File: config.mk
export PLATFORM = sky130hd
export DESIGN_NAME = cpl_req_sched
export DESIGN_NICKNAME = d
export VERILOG_FILES = /design/src/rtl/cpl_sched_pkg.sv /design/src/rtl/cpl_desc_fifo.sv /design/src/rtl/cpl_req_sched.sv
export SDC_FILE = /design/constraint.sdc
export NUM_CORES = 1
export LEC_CHECK = 0
export ABC_AREA = 1
export BUFFER_PORTS_ARGS = -buffer_cell sky130_fd_sc_hd__buf_2
export CORE_MARGIN = 2
export CORE_UTILIZATION = 52
export DETAILED_ROUTE_END_ITERATION = 16
export PLACE_DENSITY = 0.71
export SETUP_SLACK_MARGIN = 0.2
export SLEW_MARGIN = 20
export SYNTH_ARGS = -nofsm -noshare
export SYNTH_HDL_FRONTEND = slang
export SYNTH_SLANG_ARGS = --single-unit
File: constraint.sdc
create_clock -name clk -period 4.7 [get_ports clk]
set_input_delay 0.47 -clock clk [delete_from_list [all_inputs] [get_ports clk]]
set_output_delay 0.47 -clock clk [all_outputs]
set_load 0.01 [all_outputs]
File: src/rtl/cpl_sched_pkg.sv
// Shared types and defaults for the completion request scheduler.
package cpl_sched_pkg;

  localparam int DEPTH_DEF   = 4;
  localparam int TIMEOUT_DEF = 1024;

  typedef struct packed {
    logic        with_data;
    logic [2:0]  tc;
    logic        td;
    logic        ep;
    logic [1:0]  attr;
    logic [9:0]  len;
    logic [15:0] rid;
    logic [7:0]  tag;
    logic [7:0]  be;
    logic [12:0] addr;
  } cpl_desc_t;

  localparam int DESC_W = $bits(cpl_desc_t);

  typedef enum logic [1:0] {
    ST_IDLE      = 2'd0,
    ST_ISSUE     = 2'd1,
    ST_WAIT_DONE = 2'd2
  } sched_state_t;

endpackage

File: src/rtl/cpl_desc_fifo.sv
// Circular descriptor FIFO with a registered head word that reads 0 when empty.
module cpl_desc_fifo
  import cpl_sched_pkg::*;
#(
  parameter int DEPTH = DEPTH_DEF,
  localparam int PW = $clog2(DEPTH),
  localparam int CW = PW + 1
) (
  input  logic              clk,
  input  logic              rst_n,
  input  logic              push,
  input  logic              pop,
  input  logic [DESC_W-1:0] wdata,
  output logic [DESC_W-1:0] head,
  output logic [CW-1:0]     count,
  output logic [CW-1:0]     count_nxt
);

  logic [DESC_W-1:0] mem_r [DEPTH];
  logic [PW-1:0]     rd_ptr_r;
  logic [PW-1:0]     wr_ptr_r;
  logic [CW-1:0]     count_r;
  logic [DESC_W-1:0] head_r;
  logic [PW-1:0]     rd_nxt_s;
  logic [CW-1:0]     count_nxt_s;
  logic [DESC_W-1:0] head_nxt_s;

  // Next read pointer, count and head word (bypass when the new head is being written now)
  always_comb begin
    rd_nxt_s    = rd_ptr_r;
    count_nxt_s = count_r;
    head_nxt_s  = {DESC_W{1'b0}};
    case ({push, pop})
      2'b10: count_nxt_s = count_r + CW'(1);
      2'b01: begin
        count_nxt_s = count_r - CW'(1);
        rd_nxt_s    = rd_ptr_r + PW'(1);
      end
      2'b11: rd_nxt_s = rd_ptr_r + PW'(1);
      default: count_nxt_s = count_r;
    endcase
    if (count_nxt_s == CW'(0)) begin
      head_nxt_s = {DESC_W{1'b0}};
    end else if (push && (rd_nxt_s == wr_ptr_r)) begin
      head_nxt_s = wdata;
    end else begin
      head_nxt_s = mem_r[rd_nxt_s];
    end
  end

  // Pointer, count and head registers
  always_ff @(posedge clk or negedge rst_n) begin
    if (!rst_n) begin
      rd_ptr_r <= PW'(0);
      wr_ptr_r <= PW'(0);
      count_r  <= CW'(0);
      head_r   <= {DESC_W{1'b0}};
    end else begin
      if (push) begin
        wr_ptr_r <= wr_ptr_r + PW'(1);
      end
      rd_ptr_r <= rd_nxt_s;
      count_r  <= count_nxt_s;
      head_r   <= head_nxt_s;
    end
  end

  // Descriptor storage
  always_ff @(posedge clk or negedge rst_n) begin
    if (!rst_n) begin
      for (int i = 0; i < DEPTH; i++) begin
        mem_r[i] <= {DESC_W{1'b0}};
      end
    end else if (push) begin
      mem_r[wr_ptr_r] <= wdata;
    end
  end

  assign head      = head_r;
  assign count     = count_r;
  assign count_nxt = count_nxt_s;

endmodule

File: src/rtl/cpl_req_sched.sv
// Completion request scheduler: queues RX completion requests and issues them to TX one at a time.
module cpl_req_sched
  import cpl_sched_pkg::*;
#(
  parameter int DEPTH   = DEPTH_DEF,
  parameter int TIMEOUT = TIMEOUT_DEF
) (
  input  logic        clk,
  input  logic        rst_n,
  input  logic        req_compl_i,
  input  logic        req_compl_with_data_i,
  input  logic [2:0]  req_tc_i,
  input  logic        req_td_i,
  input  logic        req_ep_i,
  input  logic [1:0]  req_attr_i,
  input  logic [9:0]  req_len_i,
  input  logic [15:0] req_rid_i,
  input  logic [7:0]  req_tag_i,
  input  logic [7:0]  req_be_i,
  input  logic [12:0] req_addr_i,
  output logic        to_rxe_compl_done_o,
  output logic        rx_np_ok_o,
  output logic        req_compl_o,
  output logic        req_compl_with_data_o,
  output logic [2:0]  req_tc_o,
  output logic        req_td_o,
  output logic        req_ep_o,
  output logic [1:0]  req_attr_o,
  output logic [9:0]  req_len_o,
  output logic [15:0] req_rid_o,
  output logic [7:0]  req_tag_o,
  output logic [7:0]  req_be_o,
  output logic [12:0] req_addr_o,
  input  logic        txe_compl_done_i,
  output logic        timeout_o,
  output logic        ovf_err_o
);

  localparam int CW = $clog2(DEPTH) + 1;
  localparam int TW = $clog2(TIMEOUT);
  localparam logic [TW-1:0] TMAX = TW'(TIMEOUT - 1);

  sched_state_t  state_r, state_nxt_s;
  logic [TW-1:0] timer_r;
  logic          push_s, pop_s, issue_s, timeout_s, ovf_s;
  logic          ack_r, np_ok_r, compl_r, cwd_r, timeout_r, ovf_r;
  cpl_desc_t     req_desc_s, head_s;
  logic [DESC_W-1:0] head_w;
  logic [CW-1:0] count_w, count_nxt_w;

  assign req_desc_s = {req_compl_with_data_i, req_tc_i, req_td_i, req_ep_i, req_attr_i,
                       req_len_i, req_rid_i, req_tag_i, req_be_i, req_addr_i};
  assign head_s = cpl_desc_t'(head_w);

  cpl_desc_fifo #(.DEPTH(DEPTH)) u_fifo (
    .clk       (clk),
    .rst_n     (rst_n),
    .push      (push_s),
    .pop       (pop_s),
    .wdata     (req_desc_s),
    .head      (head_w),
    .count     (count_w),
    .count_nxt (count_nxt_w)
  );

  // Next state, pop/issue/timeout strobes and push admission
  always_comb begin
    state_nxt_s = state_r;
    pop_s       = 1'b0;
    issue_s     = 1'b0;
    timeout_s   = 1'b0;
    case (state_r)
      ST_IDLE: begin
        if (count_w != CW'(0)) begin
          state_nxt_s = ST_ISSUE;
          issue_s     = 1'b1;
        end else begin
          state_nxt_s = ST_IDLE;
        end
      end
      ST_ISSUE: state_nxt_s = ST_WAIT_DONE;
      ST_WAIT_DONE: begin
        if (txe_compl_done_i) begin
          pop_s       = 1'b1;
          state_nxt_s = ST_IDLE;
        end else if (timer_r == TMAX) begin
          pop_s       = 1'b1;
          timeout_s   = 1'b1;
          state_nxt_s = ST_IDLE;
        end else begin
          state_nxt_s = ST_WAIT_DONE;
        end
      end
      default: state_nxt_s = ST_IDLE;
    endcase
    // A pop at the same edge frees the slot, so a full queue still accepts
    if (req_compl_i && ((count_w != CW'(DEPTH)) || pop_s)) begin
      push_s = 1'b1;
      ovf_s  = 1'b0;
    end else begin
      push_s = 1'b0;
      ovf_s  = req_compl_i;
    end
  end

  // FSM state register
  always_ff @(posedge clk or negedge rst_n) begin
    if (!rst_n) begin
      state_r <= ST_IDLE;
    end else begin
      state_r <= state_nxt_s;
    end
  end

  // WAIT_DONE timer
  always_ff @(posedge clk or negedge rst_n) begin
    if (!rst_n) begin
      timer_r <= TW'(0);
    end else if ((state_r == ST_WAIT_DONE) && !pop_s) begin
      timer_r <= timer_r + TW'(1);
    end else begin
      timer_r <= TW'(0);
    end
  end

  // Registered handshake and status outputs
  always_ff @(posedge clk or negedge rst_n) begin
    if (!rst_n) begin
      ack_r     <= 1'b0;
      np_ok_r   <= 1'b1;
      compl_r   <= 1'b0;
      cwd_r     <= 1'b0;
      timeout_r <= 1'b0;
      ovf_r     <= 1'b0;
    end else begin
      ack_r     <= push_s;
      np_ok_r   <= (count_nxt_w <= CW'(DEPTH - 2));
      compl_r   <= issue_s;
      cwd_r     <= issue_s & head_s.with_data;
      timeout_r <= timeout_s;
      ovf_r     <= ovf_r | ovf_s;
    end
  end

  assign to_rxe_compl_done_o   = ack_r;
  assign rx_np_ok_o            = np_ok_r;
  assign req_compl_o           = compl_r;
  assign req_compl_with_data_o = cwd_r;
  assign timeout_o             = timeout_r;
  assign ovf_err_o             = ovf_r;
  assign req_tc_o              = head_s.tc;
  assign req_td_o              = head_s.td;
  assign req_ep_o              = head_s.ep;
  assign req_attr_o            = head_s.attr;
  assign req_len_o             = head_s.len;
  assign req_rid_o             = head_s.rid;
  assign req_tag_o             = head_s.tag;
  assign req_be_o              = head_s.be;
  assign req_addr_o            = head_s.addr;

endmodule

==> impl_results.md <==
* Run status: completed
* Synthesized cell area at around 17000 µm²
* Clock latency on the worst-skew pair at 0.52 ns
* Final period util at 0.752
* Cell Chain, Critical Path: ha_1 > nand2_1 > nor2_2 > nand3_2 > nand2_4 > nand2_4 > inv_1 > ha_1 > inv_1 > fa_1 > a21oi_1 > o21ai_0 > xor2_1 > or3_2 > buf_4 > nand2_1 > nor2_1
* Yosys warnings at 0
* Clock Skews at ~0.009 ns
* Routability congestion estimate at 0.758
* Synthesized area per cell at between 7 and 8 µm²
* Area Growth Syn to Fin at 9.37%
* Total CTS buffers at 38
* Met3 Use GR at 0.0375
* Initial antenna violation count at 0
* Layout Nets at 2169
* Fillers at between 2000 and 3000
* Proportion of layout cells with a drive suffix above 1 at 0.115
* Top cells by count, synth: nand2_1 (523), dfrtp_1 (339), inv_1 (274)
* Fin. max-slew vios at 0
* RSZ-0062 raised after global routing: false
* Synth area leader: dfrtp_1
* Synth area leaders: dfrtp_1 (51%), nand2_1 (12%), o21ai_0 (7.8%)
* Setup slack after placement at 1.15 ns
* Antenna cells at 0
* H-tree depth at 2
* Die area at approximately 34000 µm²
* Die W at between 150 and 200 µm
* Post-synth EDFFs at 0
* Max Cap Viol at 0
* CTS tree: yes
* Clock Sinks at between 300 and 400
* Clock buffer depth at 3
* Worst hold path type: primary input to flip-flop
* Worst EP arrival at 3.94 ns
* Input/output buffers at 134
* Crit Path Max Fanout at 25
* CP max-delay cell: or3_2
* Clock-pin slew on the worst setup and hold paths at ~0.06 ns
* Grt met1 use at 0.327
* Final hold viol count at 0
* Setup_tns at 0 ns
* DRT antenna net count at 0
* Largest net degree at the start of global routing at between 100 and 150
* Critical path type: flip-flop to flip-flop
* Vias in the first global route at between 10000 and 15000
* Routed length per placed instance at between 15 and 20 µm
* Unique masters post-synth at 34
* Setup violators final at 0
* First-pass GRT wire length at between 60000 and 70000 µm
* Post-CTS Hold Fix Bufs at 1
* Core ar. at around 32000 µm²
* Layer with the highest usage: met2
* DR DRC count at 0
* PD cells at 785 nW/µm²
* Most numerous cell in the Yosys netlist: nand2_1
* Num rows at 65
* Post-synth ARST share at 1.00
* Crit-path max cell delay at approximately 0.74 ns
* Post-CTS setup buffer count at 0
* PnR worst setup slack at roughly 1.2 ns
* Via count at ~13000
* Critical Path RT at 5.11 ns
* Slew headroom at 0.284
* Yosys reg bits at between 300 and 400
* Routed WL at between 30000 and 40000 µm
* CP Capture Type: flip-flop
* Flop2flop setup slack at 1.17 ns
* IO Pins at between 100 and 150
* Final Cell Area at between 15000 and 20000 µm²
* Clock Tree Root: clkbuf_16
* # resized after CTS at 0
* Initial DRC Count at between 1000 and 1500
* Die Span Y at 183 µm
* Cell Area, Placed at between 15000 and 20000 µm²
* Leak at approximately 9.8 nW
* Sequential area share after synthesis at 0.508
* Fmax at between 0.2 and 0.3 GHz
* Non-Filler Instances at 2524
* Initial core utilization at 0.529
* Cells after synthesis at ~2100
* Dpl hpwl at approximately 22000 µm
* Placed cell count at 2456
* GR Overflow Total at 0
* Total Routing Usage GR at 0.242
* Crit path time final at between 3 and 4 ns
* DR pass1 iterations at 6
* Synth Flop Type: dfrtp_1
* Syn nets at approximately 2200
* Synth top area share at 0.507
* Peak VDD IR at 406 µV
* Vias per std cell at 5.33
* GRT met2 Usage at 0.404
* Startpoint types: flip-flop
* Slew at the pin closest to its max-slew limit at 1.07 ns
-- stage by stage --
step	total power [mW]	utilization	hold slack, ns
floorplan	10.0	-	0.174
global placement	11.2	0.539	0.435
detailed placement	11.5	0.539	0.450
CTS	14.4	0.578	0.134
global route	15.6	0.579	0.140
finish	14.4	0.579	0.138
-- logic make-up (layout without fill, tap and decap cells) --
| kind of cell | count (synthesis) | in the layout | share of synthesized area |
|---|---|---|---|
| XOR/XNOR | 5 | 5 | 0.00262 |
| AO/OA/AOI/OAI | 269 | 269 | 0.0810 |
| adder cells (fa/ha/maj) | 7 | 7 | 0.00568 |
| AND/OR/NAND/NOR | 1005 | 1005 | 0.272 |
| buffers and inverters | 476 | 496 | 0.130 |
| flip-flops | 340 | 340 | 0.508 |
-- where the power goes --
part | internal, mW | total, mW | switching [mW]
logic | 2.26 | 6.54 | 4.28
registers | 4.30 | 4.92 | 0.620
clock network | 1.77 | 2.92 | 1.15
total | 8.32 | 14.4 | 6.05
-- sequential cells by signal, summed over array words and instances (netlist names) --
name / flops
timer_r: 10
timeout_o: 1
req_compl_o: 1
state_r: 2
u_fifo.mem_r: 252
u_fifo.count: 3
ovf_err_o: 1
u_fifo.rd_ptr_r: 2
u_fifo.head: 63
rx_np_ok_o: 1
u_fifo.wr_ptr_r: 2
to_rxe_compl_done_o: 1
req_compl_with_data_o: 1
-- placed cells by master (no fill, tap or decap), drive strengths merged --
cell | Yosys | final
nand2 | 533 | 533
dfrtp | 339 | 339
inv | 277 | 277
o21ai | 260 | 260
nand3 | 198 | 198
buf | 151 | 151
nor2 | 139 | 139
nand4 | 64 | 64
nand3b | 63 | 63
clkbuf | 48 | 58
clkinv | 0 | 7
a21oi | 7 | 7
ha | 6 | 6
xor2 | 4 | 4
nor3 | 4 | 4
xnor2 | 1 | 1
or3 | 1 | 1
and3 | 1 | 1
nor3b | 1 | 1
a31oi | 1 | 1
a31o | 1 | 1
and2 | 1 | 1
fa | 1 | 1
bufinv | 0 | 1
clkinvlp | 0 | 1
dlygate4sd3 | 0 | 1
dfstp | 1 | 1
-- layer usage --
metal  part of all wire  routed length (µm)
met5                  0                   0
met4              0.021                 853
met3              0.054                2130
met2               0.47               18700
met1               0.45               18000
-- final cells by class --
| type | count | area, µm² | area share |
|---|---|---|---|
| repair buffers | 152 | 935 | 0.0511 |
| clock buffers | 58 | 1170 | 0.0639 |
| inverters | 277 | 1040 | 0.0568 |
| well taps | 402 | 503 | 0.0275 |
| clock inverters | 9 | 72.6 | 0.00396 |
| multi-input cells | 1286 | 6070 | 0.332 |
| flip-flops and latches | 340 | 8510 | 0.465 |
-- worst max-delay path, delay by kind of cell, from the launching register on --
family,cells,cell delay (ns)
AO/OA/AOI/OAI,2,0.26
AND/OR/NAND/NOR,8,1.43
flip-flops,1,0.37
buffers and inverters,3,0.46
XOR/XNOR,1,0.18
adder cells (fa/ha/maj),3,0.70
-- final timing paths --
check,start,endpoint,cells after the start
max,timer_r[0],u_fifo.head[40],17
min,txe_compl_done_i,timeout_o,2
max reg2reg,timer_r[0],u_fifo.head[40],17
min reg2reg,state_r[0],state_r[0],1
max in group asynchronous,rst_n,u_fifo.mem_r[160],3
min in group asynchronous,rst_n,timer_r[2],2
Note: power is estimated with default switching activity, not from simulation.
